**src/rtl/commit_monitor.sv**
```systemverilog
// Multi-lane retirement monitor: assigns RVFI order to each commit lane, detects halt (self-loop) and no-commit timeout.
// Optional statistics (per-lane commit counts, longest idle gap) are built only when MONITOR_STATS_EN is defined.
module commit_monitor #(
  parameter int NUM_CH         = 2,
  parameter int XLEN           = 32,
  parameter int ORDER_W        = 64,
  parameter int HALT_REPEAT    = 2,
  parameter int TIMEOUT_CYCLES = 1000000
) (
  input  logic                      clk,
  input  logic                      reset,
  input  logic                      clear,
  input  logic [NUM_CH-1:0]         commit_valid,
  input  logic [NUM_CH-1:0]         commit_is_ctrl,
  input  logic [NUM_CH*XLEN-1:0]    commit_pc_rdata,
  input  logic [NUM_CH*XLEN-1:0]    commit_pc_wdata,
  output logic [NUM_CH*ORDER_W-1:0] commit_order,
  output logic                      halt,
  output logic                      timeout,
  output logic [ORDER_W-1:0]        total_commits,
  output logic [NUM_CH*32-1:0]      lane_commits,
  output logic [31:0]               max_idle_gap
);

  localparam logic [1:0] ST_RUN     = 2'd0;
  localparam logic [1:0] ST_HALTED  = 2'd1;
  localparam logic [1:0] ST_TIMEOUT = 2'd2;

  localparam int               HCW       = $clog2(HALT_REPEAT + 1);
  localparam logic [HCW-1:0]   HALT_MAX  = HCW'(HALT_REPEAT);
  localparam logic [HCW-1:0]   HALT_ONE  = HCW'(1);
  localparam logic [31:0]      IDLE_LAST = 32'(TIMEOUT_CYCLES - 1);
  localparam logic [31:0]      CNT_MAX   = 32'hFFFF_FFFF;

  logic [1:0]         state_r;
  logic [1:0]         state_nxt_s;
  logic [ORDER_W-1:0] order_base_r;
  logic [HCW-1:0]     halt_cnt_r;
  logic [HCW-1:0]     halt_cnt_nxt_s;
  logic               halt_hit_s;
  logic [31:0]        idle_cnt_r;
  logic [31:0]        idle_inc_s;
  logic               run_s;
  logic               any_commit_s;
  logic               idle_expire_s;
  logic [NUM_CH-1:0]  accept_s;
  logic [ORDER_W-1:0] commit_count_s;

  // Number of set bits among the lanes strictly below 'upto'.
  function automatic logic [ORDER_W-1:0] count_ones(input logic [NUM_CH-1:0] bits, input int upto);
    logic [ORDER_W-1:0] cnt;
    cnt = {ORDER_W{1'b0}};
    for (int i = 0; i < NUM_CH; i++) begin
      if (i < upto && bits[i]) begin
        cnt = cnt + ORDER_W'(1);
      end
    end
    return cnt;
  endfunction

  function automatic logic is_self_loop(input logic ctrl, input logic [XLEN-1:0] pc_r, input logic [XLEN-1:0] pc_w);
    return ctrl && (pc_r == pc_w);
  endfunction

  assign run_s          = (state_r == ST_RUN);
  assign accept_s       = commit_valid & {NUM_CH{run_s}};
  assign any_commit_s   = |accept_s;
  assign commit_count_s = count_ones(accept_s, NUM_CH);
  assign idle_inc_s     = (idle_cnt_r != CNT_MAX) ? idle_cnt_r + 32'd1 : idle_cnt_r;
  assign idle_expire_s  = run_s && !any_commit_s && (idle_cnt_r == IDLE_LAST);
  assign total_commits  = order_base_r;

  // Per-lane order: base plus the number of accepted commits in older lanes.
  always_comb begin
    commit_order = {(NUM_CH*ORDER_W){1'b0}};
    for (int i = 0; i < NUM_CH; i++) begin
      commit_order[i*ORDER_W +: ORDER_W] = order_base_r + count_ones(accept_s, i);
    end
  end

  // Oldest-to-youngest scan of self-loop commits; any other commit restarts the run.
  always_comb begin
    halt_cnt_nxt_s = halt_cnt_r;
    halt_hit_s     = 1'b0;
    for (int i = 0; i < NUM_CH; i++) begin
      if (accept_s[i]) begin
        if (is_self_loop(commit_is_ctrl[i], commit_pc_rdata[i*XLEN +: XLEN], commit_pc_wdata[i*XLEN +: XLEN])) begin
          if (halt_cnt_nxt_s != HALT_MAX) begin
            halt_cnt_nxt_s = halt_cnt_nxt_s + HALT_ONE;
          end else begin
            halt_cnt_nxt_s = halt_cnt_nxt_s;
          end
          if (halt_cnt_nxt_s == HALT_MAX) begin
            halt_hit_s = 1'b1;
          end else begin
            halt_hit_s = halt_hit_s;
          end
        end else begin
          halt_cnt_nxt_s = {HCW{1'b0}};
        end
      end else begin
        halt_cnt_nxt_s = halt_cnt_nxt_s;
      end
    end
  end

  // Next-state: halt takes priority over timeout; terminal states only leave on reset/clear.
  always_comb begin
    state_nxt_s = state_r;
    case (state_r)
      ST_RUN: begin
        if (halt_hit_s) begin
          state_nxt_s = ST_HALTED;
        end else if (idle_expire_s) begin
          state_nxt_s = ST_TIMEOUT;
        end else begin
          state_nxt_s = ST_RUN;
        end
      end
      ST_HALTED:  state_nxt_s = ST_HALTED;
      ST_TIMEOUT: state_nxt_s = ST_TIMEOUT;
      default:    state_nxt_s = ST_RUN;
    endcase
  end

  // Core state, order base and counters; frozen outside RUN.
  always_ff @(posedge clk or negedge reset) begin
    if (!reset) begin
      state_r      <= ST_RUN;
      halt         <= 1'b0;
      timeout      <= 1'b0;
      order_base_r <= {ORDER_W{1'b0}};
      halt_cnt_r   <= {HCW{1'b0}};
      idle_cnt_r   <= 32'd0;
    end else if (clear) begin
      state_r      <= ST_RUN;
      halt         <= 1'b0;
      timeout      <= 1'b0;
      order_base_r <= {ORDER_W{1'b0}};
      halt_cnt_r   <= {HCW{1'b0}};
      idle_cnt_r   <= 32'd0;
    end else begin
      state_r <= state_nxt_s;
      halt    <= (state_nxt_s == ST_HALTED);
      timeout <= (state_nxt_s == ST_TIMEOUT);
      if (run_s) begin
        order_base_r <= order_base_r + commit_count_s;
        halt_cnt_r   <= halt_cnt_nxt_s;
        idle_cnt_r   <= any_commit_s ? 32'd0 : idle_inc_s;
      end else begin
        order_base_r <= order_base_r;
        halt_cnt_r   <= halt_cnt_r;
        idle_cnt_r   <= idle_cnt_r;
      end
    end
  end

`ifdef MONITOR_STATS_EN
  logic [31:0] lane_cnt_r [NUM_CH];
  logic [31:0] max_idle_r;

  // Saturating per-lane commit counters and longest idle run seen in RUN.
  always_ff @(posedge clk or negedge reset) begin
    if (!reset) begin
      for (int i = 0; i < NUM_CH; i++) begin
        lane_cnt_r[i] <= 32'd0;
      end
      max_idle_r <= 32'd0;
    end else if (clear) begin
      for (int i = 0; i < NUM_CH; i++) begin
        lane_cnt_r[i] <= 32'd0;
      end
      max_idle_r <= 32'd0;
    end else begin
      for (int i = 0; i < NUM_CH; i++) begin
        if (accept_s[i] && lane_cnt_r[i] != CNT_MAX) begin
          lane_cnt_r[i] <= lane_cnt_r[i] + 32'd1;
        end else begin
          lane_cnt_r[i] <= lane_cnt_r[i];
        end
      end
      if (run_s && !any_commit_s && idle_inc_s > max_idle_r) begin
        max_idle_r <= idle_inc_s;
      end else begin
        max_idle_r <= max_idle_r;
      end
    end
  end

  // Flatten the lane counters onto the output bus.
  always_comb begin
    lane_commits = {(NUM_CH*32){1'b0}};
    for (int i = 0; i < NUM_CH; i++) begin
      lane_commits[i*32 +: 32] = lane_cnt_r[i];
    end
  end

  assign max_idle_gap = max_idle_r;
`else
  assign lane_commits = {(NUM_CH*32){1'b0}};
  assign max_idle_gap = 32'd0;
`endif

endmodule

```
**config.mk**
```make
export PLATFORM = sky130hd
export DESIGN_NAME = commit_monitor
export DESIGN_NICKNAME = d
export VERILOG_FILES = /design/src/rtl/commit_monitor.sv
export SDC_FILE = /design/constraint.sdc
export NUM_CORES = 1
export LEC_CHECK = 0
export CORE_AREA = 8 8 157 159
export DETAILED_ROUTE_END_ITERATION = 10
export DIE_AREA = 0 0 165 167
export DONT_BUFFER_PORTS = 1
export SLEW_MARGIN = 10
export SYNTH_ARGS = -nofsm -noshare
export SYNTH_HDL_FRONTEND = slang
export SYNTH_SLANG_ARGS = --single-unit
```
**constraint.sdc**
```tcl
create_clock -name clk -period 3.8 [get_ports clk]
set_clock_uncertainty 0.15 [all_clocks]
set_input_delay 0.19 -clock clk [delete_from_list [all_inputs] [get_ports clk]]
set_output_delay 0.19 -clock clk [all_outputs]
set_load 0.02 [all_outputs]
```
==> impl_metrics.env <==
export IMPL_status="finished clean"
export IMPL_fin_ws_ns=0.256
export IMPL_power_uw=2310
export IMPL_grt_util_all_layers_pct=21.1
export IMPL_slew_violations=0
export IMPL_syn_area_mm2=0.00864
export IMPL_rsz0062_at_grt="no"
export IMPL_clockBufferDepth=2
export IMPL_fin_setup_tns_ns=0
export IMPL_synth_top_flop_cell="dfrtp_1"
export IMPL_ir_worst_vdd_v=0.000188
export IMPL_ys_types=52
export IMPL_r2r_cells=10
export IMPL_num_vias=7412
export IMPL_post_cts_buffers=0
export IMPL_min_period_ns=3.54
export IMPL_maxSlewHeadroom_pct=44.2
export IMPL_cp_startpoint="total_commits[15]"
export IMPL_required_ns=3.46
export IMPL_ios=425
export IMPL_routedWlPerCell_um=22.2
export IMPL_root_buffer="clkbuf_16"
export IMPL_crit_path_top_delay_cell="nor4_1"
export IMPL_die_width_um=165
export IMPL_nFillCells=2300
export IMPL_arrival_ns=3.20
export IMPL_htreeDepth=3
export IMPL_wl_um=30200
export IMPL_cp_end_kind="primary output"
export IMPL_dp_slack_ns=0.0832
export IMPL_drc=0
export IMPL_antenna_found_initial=0
export IMPL_hpwl_um=24500
export IMPL_yosysWarnings=0
export IMPL_gp_congestion=0.967
export IMPL_tightest_slew_ns=0.829
export IMPL_synthCells=1060
export IMPL_critPathMaxStageDelay_ns=0.82
export IMPL_drtPass1Iterations=5
export IMPL_clkSinkCount=102
export IMPL_ys_seq_area_share_pct=29.6
export IMPL_insertion_delay_ns=0.36
export IMPL_criticalPathCategory="flip-flop to primary output"
export IMPL_syn_to_final_growth_pct=5.61
export IMPL_grt_pass1_wl_um=44800
export IMPL_ys_ff_latch=102
export IMPL_core_area_mm2=0.0222
export IMPL_port_buffers=0
export IMPL_synth_area_per_cell_um2=8.15
export IMPL_drt_iter0_markers=536
export IMPL_cp_start_kind="flip-flop"
export IMPL_nets=1219
export IMPL_antenna_cells=0
export IMPL_path_cells="nand4_1, nor4_1, nand2_1, nor2_1, xor2_1, buf_4"
export IMPL_grt_pass1_vias=7403
export IMPL_leakage_uw=0.00379
export IMPL_clk_pin_slew_ns=0.07
export IMPL_synth_area_leaders="dfrtp_1 (30%), buf_4 (14%), xnor2_1 (11%)"
export IMPL_drtAntennaViolNets=0
export IMPL_synth_top_area_cell="dfrtp_1"
export IMPL_final_hold_viol_count=0
export IMPL_grt_max_degree=103
export IMPL_drive_gt1_share_pct=13.5
export IMPL_cts_made_buffers=9
export IMPL_dieArea_mm2=0.0276
export IMPL_setup_viol=0
export IMPL_synthTopCellsByCount="buf_4 (162), nor2_1 (118), xnor2_1 (110)"
export IMPL_fin_crit_sh_pct=93.3
export IMPL_crit_end="commit_order[100]"
export IMPL_start_util_pct=38.9
export IMPL_path_max_fanout=8
export IMPL_dieHeight_um=167
export IMPL_synth_edf_count=0
export IMPL_grt_ovfl_total=0
export IMPL_yosys_cell_count_top_type="buf_4"
export IMPL_max_freq_ghz=0.282
export IMPL_drv_cap=0
export IMPL_synth_top_area_share_pct=29.6
export IMPL_hold_path_class="input pin to flip-flop"
export IMPL_cts_tree="done"
export IMPL_rr_startpoint="state_r[1]"
export IMPL_powerDensity_mw_per_mm2=253
export IMPL_r2r_end="total_commits[32]"
export IMPL_row_count=55
export IMPL_async_flop_share_pct=100
export IMPL_vias_per_cell=5.44
export IMPL_reg2reg_setup_slack_ns=0.35
-- registers in the layout (all words and copies together), names as in the netlist --
register,cells
total_commits,64
timeout,1
idle_cnt_r,32
halt,1
halt_cnt_r,2
state_r,2
-- stage by stage --
| step | hold WS, ns | instance area, um2 | utilization [%] | std cells |
|---|---|---|---|---|
| final | 0.0603 | 9120 | 41.0 | 1362 |
| after global routing | 0.0687 | 9120 | 41.0 | 1362 |
| after CTS | 0.0477 | 9090 | 40.9 | 1362 |
| after detailed placement | -0.248 | 8740 | 39.3 | 1344 |
| after global placement | -0.247 | 8740 | 39.3 | 1344 |
| after floorplan | -0.256 | 8990 | - | 1155 |
-- power by group --
| group | switching, uW | total (uW) | internal, uW |
|---|---|---|---|
| Combinational | 221 | 302 | 80.5 |
| Sequential | 11.5 | 1100 | 1090 |
| Clock | 412 | 903 | 491 |
-- repair_timing --
| item | CTS | global route |
|---|---|---|
| resized for setup | 0 | 7 |
| hold buffers | 4 | 0 |
| endpoints found under the hold margin | 176 | 0 |
| endpoints found under the setup margin | 0 | 32 |
-- per-layer routing --
metal | routed length, um | global-route usage [%] | vias up | part of all wire [%]
met3 | 2890 | 6.66 | 56 | 9.6
met5 | 0 | 0 | - | 0
met2 | 15600 | 37.8 | 430 | 52
met1 | 10600 | 22.2 | 3534 | 35
met4 | 1130 | 8.74 | 0 | 3.7
li1 | - | - | 3392 | -
-- cell families (layout without fill, tap and decap cells) --
kind of cell / after synthesis / count (layout) / share of synthesized area [%]
adder cells (fa/ha/maj): 10 / 10 / 1.54
AO/OA/AOI/OAI: 76 / 76 / 4.88
multiplexers: 1 / 1 / 0.130
buffers and inverters: 221 / 143 / 17.1
flip-flops: 102 / 102 / 29.6
AND/OR/NAND/NOR: 462 / 462 / 27.8
XOR/XNOR: 187 / 187 / 19.0
other: 1 / 96 / 0.0434
-- cell usage in the layout, fill, tap and decap left out, types with 4 or more instances in the layout --
master     synthesis  routed
xnor2_1          110     110
conb_1             1      96
o21ai_0           22      22
nand4_1           58      58
nand3_1           49      45
nor2_1           118     116
nor4_1            35      35
and3_1            14      14
nand2_1           70      70
or3_1             28      28
nor2b_1            8       8
buf_4            162     105
dfrtp_1          102     102
clkbuf_16          0       9
o21ai_1            8       8
a21oi_1           33      33
or2_2              5       5
or4_1              5       5
inv_1             19      19
xor2_1            77      77
nor3_1            42      42
nand3_2            2       6
ha_1               9       9
nor4b_1            4       4
-- worst min-delay path by stage --
stage                              endpoint  start  slack (ns)  depth (start not counted)
after floorplan                        halt  reset       -0.26                          0
after global placement    total_commits[49]  reset       -0.25                          0
after detailed placement  total_commits[33]  reset       -0.25                          0
after CTS                  total_commits[3]  clear        0.05                          2
after global routing       total_commits[1]  clear        0.07                          2
final                      total_commits[1]  clear        0.06                          2
-- worst max-delay path, delay by kind of cell (launching register included) --
kind | cells | cell delay [ns]
DFF | 1 | 0.72
xor gates and xnor gates | 1 | 0.21
and+or+nand+nor | 4 | 1.73
buffers and inverters | 1 | 0.18
-- area by class of cell --
| cell class | count | area [um2] | share of cell area [%] |
|---|---|---|---|
| timing repair buffer | 109 | 863 | 9.47 |
| tap | 285 | 357 | 3.91 |
| inverter | 20 | 75.1 | 0.823 |
| clock inverter | 1 | 5.00 | 0.0549 |
| clock buffer | 13 | 270 | 2.96 |
| sequential | 102 | 2550 | 28.0 |
| multi-input combinational | 832 | 5000 | 54.8 |
Note: power is estimated with default switching activity, not from simulation.
